## src/rtl/gpio_spi_master.sv

```systemverilog
`default_nettype none
// +----------------------------------------------------------------------------+
// | Module  : gpio_spi_master                                                  |
// | Brief   : SPI mode-0 master that sends 16-bit {rw, addr, data} frames to   |
// |           the GPIO expander. Define GPIO_SPI_MISO_SYNC_EN to add a 2-flop  |
// |           MISO synchroniser.                                               |
// | Revision: 1.0 - initial release                                            |
// +----------------------------------------------------------------------------+
module gpio_spi_master #(
  parameter int CLK_DIV    = 4,
  parameter int ADDR_WIDTH = 7,
  parameter int DATA_WIDTH = 8,
  parameter int GAP_CYCLES = 2
) (
  input  logic                  pclk,
  input  logic                  reset,
  input  logic                  req_valid,
  output logic                  req_ready,
  input  logic                  req_write,
  input  logic [ADDR_WIDTH-1:0] req_addr,
  input  logic [DATA_WIDTH-1:0] req_wdata,
  output logic                  rsp_valid,
  output logic [DATA_WIDTH-1:0] rsp_rdata,
  output logic                  busy,
  output logic                  sclk,
  output logic                  ss,
  output logic                  mosi,
  input  logic                  miso
);

  localparam int c_frame_w = 1 + ADDR_WIDTH + DATA_WIDTH;
  localparam int c_cnt_max = (CLK_DIV > GAP_CYCLES) ? CLK_DIV : GAP_CYCLES;
  localparam int c_cnt_w   = $clog2(c_cnt_max + 1);
  localparam int c_bit_w   = $clog2(c_frame_w);

  typedef enum logic [2:0] {
    S_IDLE  = 3'd0,
    S_SETUP = 3'd1,
    S_SHIFT = 3'd2,
    S_HOLD  = 3'd3,
    S_GAP   = 3'd4
  } state_t;

  state_t                state_q;
  logic [c_cnt_w-1:0]    cnt_q;
  logic [c_bit_w-1:0]    bit_q;
  logic [c_frame_w-2:0]  tx_q;
  logic [DATA_WIDTH-1:0] rx_q;
  logic                  wr_q;
  logic                  sclk_q;
  logic                  ss_q;
  logic                  mosi_q;
  logic                  rsp_valid_q;
  logic [DATA_WIDTH-1:0] rsp_rdata_q;

  logic [c_frame_w-1:0]  w_frame;
  logic                  w_miso;
  logic                  w_div_end;
  logic                  w_sample;

`ifdef GPIO_SPI_MISO_SYNC_EN
  // Synchroniser delay is absorbed by sampling two cycles into the high phase.
  localparam int c_sample = 2;
  logic [1:0] sync_q;

  always_ff @(posedge pclk or posedge reset) begin
    if (reset) begin
      sync_q <= 2'b00;
    end else begin
      sync_q <= {sync_q[0], miso};
    end
  end

  assign w_miso = sync_q[1];
`else
  localparam int c_sample = 0;
  assign w_miso = miso;
`endif

  assign w_frame   = {req_write, req_addr, req_write ? req_wdata : {DATA_WIDTH{1'b0}}};
  assign w_div_end = (cnt_q == c_cnt_w'(CLK_DIV - 1));
  assign w_sample  = (state_q == S_SHIFT) && sclk_q && (cnt_q == c_cnt_w'(c_sample));

  always_ff @(posedge pclk or posedge reset) begin
    if (reset) begin
      state_q     <= S_IDLE;
      cnt_q       <= '0;
      bit_q       <= '0;
      tx_q        <= '0;
      rx_q        <= '0;
      wr_q        <= 1'b0;
      sclk_q      <= 1'b0;
      ss_q        <= 1'b1;
      mosi_q      <= 1'b0;
      rsp_valid_q <= 1'b0;
      rsp_rdata_q <= '0;
    end else begin
      rsp_valid_q <= 1'b0;
      if (w_sample) begin
        rx_q <= {rx_q[DATA_WIDTH-2:0], w_miso};
      end
      case (state_q)
        S_IDLE: begin
          if (req_valid) begin
            tx_q    <= w_frame[c_frame_w-2:0];
            wr_q    <= req_write;
            mosi_q  <= w_frame[c_frame_w-1];
            ss_q    <= 1'b0;
            cnt_q   <= '0;
            bit_q   <= '0;
            state_q <= S_SETUP;
          end
        end
        S_SETUP: begin
          if (w_div_end) begin
            cnt_q   <= '0;
            sclk_q  <= 1'b1;
            state_q <= S_SHIFT;
          end else begin
            cnt_q <= cnt_q + 1'b1;
          end
        end
        S_SHIFT: begin
          if (w_div_end) begin
            cnt_q <= '0;
            if (!sclk_q) begin
              sclk_q <= 1'b1;
            end else begin
              sclk_q <= 1'b0;
              if (bit_q == c_bit_w'(c_frame_w - 1)) begin
                state_q <= S_HOLD;
              end else begin
                bit_q  <= bit_q + 1'b1;
                mosi_q <= tx_q[c_frame_w-2];
                tx_q   <= {tx_q[c_frame_w-3:0], 1'b0};
              end
            end
          end else begin
            cnt_q <= cnt_q + 1'b1;
          end
        end
        S_HOLD: begin
          if (w_div_end) begin
            cnt_q       <= '0;
            ss_q        <= 1'b1;
            mosi_q      <= 1'b0;
            rsp_valid_q <= 1'b1;
            rsp_rdata_q <= wr_q ? {DATA_WIDTH{1'b0}} : rx_q;
            state_q     <= S_GAP;
          end else begin
            cnt_q <= cnt_q + 1'b1;
          end
        end
        S_GAP: begin
          if (cnt_q == c_cnt_w'(GAP_CYCLES - 1)) begin
            cnt_q   <= '0;
            state_q <= S_IDLE;
          end else begin
            cnt_q <= cnt_q + 1'b1;
          end
        end
        default: state_q <= S_IDLE;
      endcase
    end
  end

  assign req_ready = (state_q == S_IDLE);
  assign busy      = (state_q != S_IDLE);
  assign sclk      = sclk_q;
  assign ss        = ss_q;
  assign mosi      = mosi_q;
  assign rsp_valid = rsp_valid_q;
  assign rsp_rdata = rsp_rdata_q;

endmodule
`default_nettype wire
```

## config.mk

```make
export PLATFORM = sky130hd
export DESIGN_NAME = gpio_spi_master
export DESIGN_NICKNAME = d
export VERILOG_FILES = /design/src/rtl/gpio_spi_master.sv
export SDC_FILE = /design/constraint.sdc
export NUM_CORES = 1
export LEC_CHECK = 0
export ABC_AREA = 1
export CORE_UTILIZATION = 49
export DETAILED_ROUTE_END_ITERATION = 6
export PLACE_DENSITY = 0.73
export SETUP_SLACK_MARGIN = 0.15
export SYNTH_ARGS = -nofsm -noshare
export SYNTH_HDL_FRONTEND = slang
export SYNTH_SLANG_ARGS = --single-unit
```

## constraint.sdc

```tcl
create_clock -name pclk -period 1.5 [get_ports pclk]
set_input_delay 0.225 -clock pclk [delete_from_list [all_inputs] [get_ports pclk]]
set_output_delay 0.225 -clock pclk [all_outputs]
set_load 0.02 [all_outputs]
```

==> out/qor.txt <==
WP buf/inv - 5
critical path peak fanout - 4
initial antenna violation count - 0
Tcrit/Tclk final - 1.10
CP max stage cell - dfrtp_1
vias per std cell - 5.85
CP Launch Type - register
cell total after placement - 404
max-slew violations - 0
Slew headroom - 0.714
die footprint - 0.00510 mm²
RSZ-0062 raised after global routing - true
Final Hold Viols - 0
Critical Path RT - 1.69 ns
P per Cell Area - 566 mW/mm²
Post-Layout Cell Count - 441
min-delay worst type - input pin to asynchronous set/reset pin
cells after synthesis - 305
Max IR drop VDD - 0.000441 V
die width - 71.4 µm
status - complete, but fails checks
clk slew on worst S/H paths - 0.09 ns
DP Worst Slack - -0.0832 ns
total power - 2.16 mW
Syn Area/Cell - 7.74 µm²
TritonCTS clock tree - done
Num CTS Buffers - 5
largest net degree at the start of global routing - 47
final net count - 414
distinct cell type count after synthesis - 26
Syn Std Cell Area - 0.00236 mm²
filler cell count - 229
clock sink count - 46
failing checks - setup timing
CTS root buf - clkbuf_8
Fmax - 0.606 GHz
# setup viols final - 31
Total GRT Usage - 0.311
Post-DP HPWL - 3670 µm
vias in the first global route - 2484
Boundary Pins - 34
CP Capture Type - register
Post-synth top flop - dfrtp_1
vias - 2580
RePlAce Congestion - 0.855
grt total ovfl - 0
placed inst area - 0.00299 mm²
number of port buffers - 33
most frequent cell after synthesis - nand2_1
Die Y - 71.4 µm
Worst-Margin Slew - 0.427 ns
DR iter-0 viols - 276
sequential area share after synthesis - 0.488
setup TNS - -2.61 ns
family with the most delay on the worst path - simple AND/OR/NAND/NOR gates
Yosys reg bits - 46
first-pass GRT wire length - 12000 µm
Leakage - 1.90 nW
WHS - 0.260 ns
design area - 0.00382 mm²
post-synth top area share - 0.477
post-synthesis async set-or-reset flop share - 1.00
kind of critical path - register to register
fin worst setup slack - -0.149 ns
cell taking the most area after synthesis - dfrtp_1
worst skew pair latency - 0.31 ns
Routed Antenna Nets - 0
Syn. warnings - 0
# diodes - 0
DRC viols - 0
Final Skew - 0.0111 ns
Initial Util - 0.524
Finished Core Util - 0.849
DRT Wirelength - 8030 µm
top cells by area, synth - dfrtp_1 48%, nand2_1 18%, nand3_1 9.3%, o21ai_0 4.7%, inv_1 4.3%
post-synthesis net count - 331
Hold Buf Count CTS - 0
Area Overhead vs Synth - 61.9%
number of flops mapped to enable cells by yosys - 0
row count - 24
post-route minimum period - 1.65 ns
Core Box Area - 0.00450 mm²
max-cap violations - 0
Arr. time, crit path - 1.84 ns
peak per-stage delay on the critical path - 0.42 ns
Critical Path, Cell by Cell - buf_6 -> buf_6 -> buf_6 -> inv_4 -> ha_4 -> inv_2 -> nor2_4 -> nor2_4 -> nor2_4 -> nand2_1 -> nand2_1 -> nand2_1
clk buf depth - 2
htree depth - 2
share of cells above drive strength 1 - 0.386
Wirelength per Cell - 18.2 µm
top cells by count, synth - 113 x nand2_1, 45 x dfrtp_1, 44 x nand3_1, 27 x inv_1, 22 x o21ai_0
DRT Pass-1 Iters - 6
## state kept, by name, indices dropped and copies added (netlist names), 3 cells and up
| name | cells |
|---|---|
| state_q | 3 |
| rsp_rdata | 8 |
| rx_q | 8 |
| cnt_q | 3 |
| tx_q | 15 |
| bit_q | 4 |
## final timing paths
check	from	endpoint	slack (ns)	cells after the start
max	cnt_q[1]$_DFFE_PP0P_	state_q[1]$_DFFE_PP0P_	-0.15	12
min	reset	mosi$_DFFE_PP0P_	0.26	3
max reg2reg	cnt_q[1]$_DFFE_PP0P_	state_q[1]$_DFFE_PP0P_	-0.15	12
min reg2reg	rsp_rdata[4]$_DFFE_PP0P_	rsp_rdata[4]$_DFFE_PP0P_	0.49	2
max in group asynchronous	reset	ss$_DFFE_PP1P_	0.97	3
min in group pclk	miso	rx_q[0]$_DFFE_PP0P_	0.46	3
## what timing repair did
action,CTS,global route
setup endpoints to repair,56,47
resized for setup,102,58
setup buffers,19,5
gates cloned,5,0
hold endpoints to repair,0,0
pin swaps,28,23
## per-layer routing
metal,vias up,GRT usage,share of wire
li1,1154,-,-
met1,1236,0.429,0.39
met2,164,0.483,0.49
met3,26,0.0577,0.083
met4,0,0.133,0.033
met5,-,0,0
## tightest hold or removal path: cells and delay by family
| family | cells | cell delay, ns |
|---|---|---|
| buf+inv | 3 | 0.72 |
## where the power goes
part	total, mW	internal, mW	switching, mW
clock	0.797	0.372	0.425
sequential	1.26	1.25	0.0114
combinational	0.109	0.0601	0.0488
total	2.16	1.68	0.485
## cells by family after synthesis
logic type               after synthesis  share of synthesized area
AO/OA/AOI/OAI                         26                     0.0562
buffers and inverters                 39                     0.0662
flip-flops                            46                      0.488
adder cells (fa/ha/maj)                6                     0.0318
AND/OR/NAND/NOR                      188                      0.358
## cells in the final DEF (no fill, tap or decap), types with 3 or more instances in the layout
cell type        count
nor2_4               8
nor2_1               9
clkbuf_8             6
nand2_1             79
clkdlybuf4s50_1     19
buf_12               9
inv_1               17
o21ai_0              5
nand2_4              9
nand2_2             28
o21ai_1             13
nand3_2             11
buf_4               21
buf_16               4
buf_6               20
ha_4                 4
nand3_1             32
nand4_1              3
inv_4                4
dfrtp_1             43
o21ai_2              5
dlygate4sd2_1       10
nand4_4              3
inv_2                5
nand3_4              3
## layout make-up
class	instances	area, µm²	share of cell area
clock inverter	1	5.00	0.00131
inverter	29	123	0.0321
timing repair buffer	85	972	0.254
multi-input combinational	221	1420	0.371
tap	52	65.1	0.0170
clock buffer	7	86.3	0.0226
sequential	46	1150	0.302
Note: power is estimated with default switching activity, not from simulation.
